## src/rtl/det2_share_arbiter.sv

```systemverilog
// Round-robin arbiter sharing one 2x2 determinant unit between two requesters.
// Optional watchdog in WAIT is compiled in with `define DET2_ARB_TIMEOUT_EN.
module det2_share_arbiter #(
    parameter int TIMEOUT_CYCLES = 64
) (
    input  logic        clock,
    input  logic        reset,
    input  logic [1:0]  req,
    input  logic [31:0] opnd0,
    input  logic [31:0] opnd1,
    output logic [1:0]  ack,
    output logic [15:0] result,
    output logic        err,
    output logic        busy,
    output logic        u_start,
    output logic [7:0]  u_a,
    output logic [7:0]  u_b,
    output logic [7:0]  u_c,
    output logic [7:0]  u_d,
    input  logic [15:0] u_result,
    input  logic        u_done
);

    typedef enum logic [1:0] {
        IDLE  = 2'd0,
        ISSUE = 2'd1,
        WAIT  = 2'd2,
        RESP  = 2'd3
    } state_t;

    state_t state_r;
    state_t next_s;
    logic   g_r;
    logic   lp_r;
    logic   grant_s;
    logic   timeout_s;

    // Round-robin pick: a lone requester wins, on contention the one not served last.
    always_comb begin
        grant_s = 1'b0;
        if (req == 2'b10) begin
            grant_s = 1'b1;
        end else if (req == 2'b11) begin
            grant_s = ~lp_r;
        end else begin
            grant_s = 1'b0;
        end
    end

`ifdef DET2_ARB_TIMEOUT_EN
    localparam int CW = $clog2(TIMEOUT_CYCLES) + 1;
    logic [CW-1:0] wait_cnt_r;

    // Watchdog counter: cleared while issuing, counts every WAIT cycle.
    always_ff @(posedge clock) begin
        if (reset) begin
            wait_cnt_r <= {CW{1'b0}};
        end else if (state_r == ISSUE) begin
            wait_cnt_r <= {CW{1'b0}};
        end else if (state_r == WAIT) begin
            wait_cnt_r <= wait_cnt_r + {{(CW-1){1'b0}}, 1'b1};
        end else begin
            wait_cnt_r <= wait_cnt_r;
        end
    end

    assign timeout_s = (state_r == WAIT) && (wait_cnt_r == CW'(TIMEOUT_CYCLES - 1));
`else
    assign timeout_s = 1'b0;
`endif

    // Next-state logic; u_done only matters while in WAIT.
    always_comb begin
        next_s = state_r;
        case (state_r)
            IDLE: begin
                if (req != 2'b00) begin
                    next_s = ISSUE;
                end else begin
                    next_s = IDLE;
                end
            end
            ISSUE: next_s = WAIT;
            WAIT: begin
                if (u_done || timeout_s) begin
                    next_s = RESP;
                end else begin
                    next_s = WAIT;
                end
            end
            RESP:    next_s = IDLE;
            default: next_s = IDLE;
        endcase
    end

    // State, grant bookkeeping and all registered outputs.
    always_ff @(posedge clock) begin
        if (reset) begin
            state_r <= IDLE;
            g_r     <= 1'b0;
            lp_r    <= 1'b1;
            ack     <= 2'b00;
            result  <= 16'h0000;
            err     <= 1'b0;
            busy    <= 1'b0;
            u_start <= 1'b0;
            u_a     <= 8'h00;
            u_b     <= 8'h00;
            u_c     <= 8'h00;
            u_d     <= 8'h00;
        end else begin
            state_r <= next_s;
            u_start <= (state_r == IDLE) && (next_s == ISSUE);
            busy    <= (next_s != IDLE);
            ack     <= 2'b00;
            err     <= 1'b0;
            case (state_r)
                IDLE: begin
                    if (next_s == ISSUE) begin
                        g_r <= grant_s;
                        {u_a, u_b, u_c, u_d} <= grant_s ? opnd1 : opnd0;
                    end
                end
                WAIT: begin
                    // A real completion takes priority over a same-cycle watchdog expiry.
                    if (u_done) begin
                        result <= u_result;
                        ack    <= g_r ? 2'b10 : 2'b01;
                    end else if (timeout_s) begin
                        result <= 16'h0000;
                        err    <= 1'b1;
                        ack    <= g_r ? 2'b10 : 2'b01;
                    end
                end
                RESP: lp_r <= g_r;
                default: ;
            endcase
        end
    end

endmodule

```

## config.mk

```make
export PLATFORM = sky130hd
export DESIGN_NAME = det2_share_arbiter
export DESIGN_NICKNAME = d
export VERILOG_FILES = /design/src/rtl/det2_share_arbiter.sv
export SDC_FILE = /design/constraint.sdc
export NUM_CORES = 1
export LEC_CHECK = 0
export CAP_MARGIN = 5
export CORE_MARGIN = 3
export CORE_UTILIZATION = 34
export CTS_CLUSTER_SIZE = 30
export DETAILED_ROUTE_END_ITERATION = 6
export DONT_BUFFER_PORTS = 1
export SLEW_MARGIN = 5
export SYNTH_ARGS = -nofsm -noshare
export SYNTH_HDL_FRONTEND = slang
export SYNTH_SLANG_ARGS = --single-unit
```

## constraint.sdc

```tcl
create_clock -name clock -period 2.1 [get_ports clock]
set_input_delay 0.63 -clock clock [delete_from_list [all_inputs] [get_ports clock]]
set_output_delay 0.63 -clock clock [all_outputs]
set_load 0.01 [all_outputs]
```

=== After elaboration in Yosys (flattened, before gate mapping) ===
Index checks and enable logic that the tools add are counted.
Widths: inputs -> output; s select.

* Add/subtract/negate cells: 0
* Multiply operators: 0
* Div/mod/pow operators: 0
* Order comparisons: 0
* Eq/ne operators: 6
* Shift-type cells: 0
* Multiplexer cells: 7
* Bitwise logic cells: 3
* Reductions and logical operators: 7

{| class="wikitable"
|+ Operator list
! kind !! count
|-
| $mux 32 || 1
|-
| $eq 2x2->1 const B || 4
|-
| $pmux 2 s4 || 1
|-
| $eq 2x1->1 const B || 2
|-
| $mux 1 || 4
|-
| $reduce_and 2->1 || 2
|-
| $reduce_bool 2->1 || 2
|-
| $not 1->1 || 3
|-
| $reduce_or 3->1 || 1
|-
| $logic_not 2->1 || 1
|-
| $mux 2 || 1
|-
| $logic_and 1x1->1 || 1
|}

* Register bits: 56
* Latch bits: 0
* RAM bits: 0
* Memory bits (read-only): 0
* Bits of input ports: 85
* Memories kept: 0

=== Logic depth before layout (Yosys ltp) ===
* Depth in word-level cells: 5
* Depth in mapped cells: 8
* Depth with buffers taken out: 5

=== Worst setup path before layout ===
OpenSTA, ideal clock, no wires.

* Kind: input -> register
* Start point: in req[1]
* End point: reg u_a[6]
* Data arrival time: 1.535 ns
* Required time: 2.011 ns
* Setup slack: 0.476 ns
* Stages on the path: 6
* Path buffers: 3
* Path through: or2_1 buf_6 and2_4 buf_6 buf_6 a311oi_2

* Cells in the longest elaborated chain, start to end: 5
* Elaborated cells between the ends (all ways): 10
* Classes of those cells: eq/ne (3); mux (5); reduce/logical (2)

{| class="wikitable"
|+ RTL lines
! element !! RTL line !! RTL
|-
| start: declaration || 8 || <nowiki>input logic [1:0] req,</nowiki>
|-
| $reduce_bool 2->1 || 77 || <nowiki>if (req != 2'b00) begin</nowiki>
|-
| $mux 1 || 77 ||
|-
| $pmux 2 s4 || 75 || <nowiki>case (state_r)</nowiki>
|-
| $eq 2x1->1 || 119 || <nowiki>if (next_s == ISSUE) begin</nowiki>
|-
| $reduce_and 2->1 (no line) || n/a ||
|-
| end signal: assignment || 121 || <nowiki>{u_a, u_b, u_c, u_d} <= grant_s ? opnd1 : opnd0;</nowiki>
|-
| end: declaration || 16 || <nowiki>output logic [7:0] u_a,</nowiki>
|}

Parallel ways exist; a longest one is shown, timed or not.
A chain may end at the register's enable or synchronous reset.

=== Final worst setup path ===
* Start point: reg state_r[0]
* End point: reg u_a[4]

* Cells in the longest elaborated chain, start to end: 4
* Elaborated cells between the ends (all ways): 7
* Classes of those cells: eq/ne (4); mux (1); reduce/logical (2)

{| class="wikitable"
|+ RTL lines
! element !! RTL line !! RTL
|-
| start: declaration || 31 || <nowiki>state_t state_r;</nowiki>
|-
| start signal: assignment || 112 || <nowiki>state_r <= next_s;</nowiki>
|-
| $eq 2x2->1 (tied with other cells) || 75 ||
|-
| $pmux 2 s4 (*) || 75 ||
|-
| via next_s[1] || 32 || <nowiki>state_t next_s;</nowiki>
|-
| $eq 2x1->1 (*) || 119 ||
|-
| $reduce_and 2->1 (no line) (*) || n/a ||
|}

The timed path passes the listed nets; every way through them passes the cells marked *.

==> metrics <==
status finished, final reports clean; largest net degree at the start of global routing 57; synthesized area 0.00252 sq mm; crit-path cells inv_1 > ha_1 > nor2b_2 > and2_4 > a311oi_2; CTS Root Cell clkbuf_8; DRT iter0 DRCs 31; Max IR drop VDD 0.311 mV; Slew @ Worst Pin 590 ps; Clock Power Share 22.7%; Avg Synthesized Cell Area 8.81 sq um; worst stage delay on the critical path 500 ps; fin. max-slew vios 0; Port Buf Inserts 0; Final Cycle Share 83.2%; total negative slack 0 ps; H-Tree Level Count 2; Logic pwr share 25.3%; Req. time, crit path 2260 ps; core box area 0.00698 sq mm; postcts setup bufs 0; area added between synthesis and finish 4.82%; # clock sinks 56; final hold slack 385 ps; switching share of total power 34.4%; Synth cell types 25; LEAKAGE 0.902 nW; # resized after CTS 0; slowest stage cell on the critical path and2_4; sequential share of the synthesized area 44.5%; Worst Clk Skew 4.96 ps; Clock Tree Buf Depth 2; maxcap violations 0; Rows 30; GP Congestion 0.618; post-route ant nets 0; CTS tree done; WL/cell 17.2 um; RSZ-0062 raised after global routing false; FF+latch area 0.00112 sq mm; DIE WIDTH 92.1 um; initial antenna violation count 0; Pint 1.84 mW; Psw 0.967 mW; layout cells sized above 1 17.3%; ANT cells 0; crit path max fanout 33; placed instance area 0.00254 sq mm; die span in y 92.1 um; Pwr Density 1060 mW/mm^2; Final Cell Area 0.00264 sq mm; CP arrival 1910 ps; CP Class register to register; DRC Markers 0; Yosys warning count 0; total gr overflow 0; syn_nets 374; Gate Count Post-Synth 286; Max transition margin 60.6%; Worst-path clk slew 100 ps; register share of total power 52.0%; Vias 1,949; post-place setup slack 232 ps; Final nets 359; 1st-pass router iterations 4; Top Ports 138; startpoint type of the worst setup path register; Post-DP HPWL 4430 um; flops & latches, synth 56; Critical Path Sink Type register; vias in the first global route 2,018; Via density 5.31; fin crit period 1750 ps; f_max 572 MHz; # setup viols final 0; area of the multi-input gates 0.00123 sq mm; gr usage total 14.6%; Final Hold Viols 0; final setup margin 353 ps; first-pass GRT wire length 9990 um; hold-fix buffer count after cts 0; Fillers 758; Initial Util 36.1%; number of CTS-inserted buffers 5; post-layout util 37.8%; clk_lat worst skew 310 ps; Worst Hold Class input pin to register; full die area 0.00848 sq mm; Routed WL 6320 um
[Yosys cell counts, drive strengths merged]
library cell	n	area, sq um
or2	1	6.26
inv	3	11.3
nor3	1	5.00
nor3b	1	7.51
a211o	1	8.76
a311oi	32	462
a21oi	50	250
clkbuf	16	60.1
dfxtp	56	1120
nor2b	3	18.8
nand3	1	5.00
and2	2	15.0
buf	12	95.1
conb	1	3.75
a21boi	1	11.3
nand2	97	364
mux2i	1	10.0
ha	3	37.5
nor2	2	7.51
a21bo	2	20.0
[flip-flops by register name (all words and copies together), names as in the netlist, 2 cells and up]
signal and count:
result 16, ack 2, u_a 8, state_r 2
u_d 8, u_c 8, u_b 8
[cells in the final DEF (no fill, tap or decap)]
cell       n
a21oi_1   50
nor2b_2    1
nand2_1   97
a21boi_2   1
buf_4      5
conb_1     1
clkbuf_8   7
and2_4     1
and2_1     1
nor2_1     2
nor3b_1    1
a311oi_1   3
inv_1      3
a211o_1    1
a21bo_2    2
nor3_1     1
a311oi_2  29
buf_12     1
dfxtp_1   56
nand3_1    1
mux2i_1    1
or2_1      1
nor2b_1    2
ha_1       3
[cell families (layout without fill, tap and decap cells)]
logic type               after synthesis  count (layout)  share of synthesized area (%)
buffers and inverters                 31              16                           6.60
AO/OA/AOI/OAI                         86              86                           29.8
flip-flops                            56              56                           44.5
other                                  1               1                          0.149
multiplexers                           1               1                          0.397
AND/OR/NAND/NOR                      108             108                           17.0
adder cells (fa/ha/maj)                3               3                           1.49
[power groups by stage]
stage               sequential [mW]  combinational, mW  clock [mW]
floorplan                      1.44              0.679           0
global placement               1.49              0.704           0
detailed placement             1.49              0.723           0
CTS                            1.47              0.723       0.664
global route                   1.48              0.790       0.704
finish                         1.46              0.710       0.637
[worst paths after layout]
check	to	depth (start not counted)	slack, ps	startpoint
worst max-delay path	u_a[4]	5	350	state_r[0]
worst min-delay path	result[8]	1	380	reset
worst max register to register	u_a[4]	5	350	state_r[0]
worst min register to register	ack[0]	1	490	g_r
[metrics by stage]
| step | cells | total power [mW] |
|---|---|---|
| after floorplan | 286 | 2.12 |
| after global placement | 360 | 2.19 |
| after detailed placement | 360 | 2.21 |
| after CTS | 367 | 2.85 |
| after global routing | 367 | 2.97 |
| final | 367 | 2.81 |
[critical path, delay by kind of cell, from the launching register on]
| family | cells | cell delay, ps |
|---|---|---|
| buf+inv | 1 | 70 |
| simple gates | 2 | 660 |
| compound gates | 1 | 180 |
| fa+ha+maj | 1 | 320 |
| flops | 1 | 350 |
[layout make-up]
cell class,count,share of cell area (%)
tap,96,4.55
multi-input combinational,199,46.8
timing repair buffer,6,2.18
clock buffer,7,3.65
sequential,56,42.4
inverter,3,0.426
[layer usage]
metal	share of wire [%]	GRT usage, %
met5	0	0
met4	1.5	4.33
met3	12	6.73
met2	47	24.2
met1	40	16.8
Power figures use the tool's default switching activity.
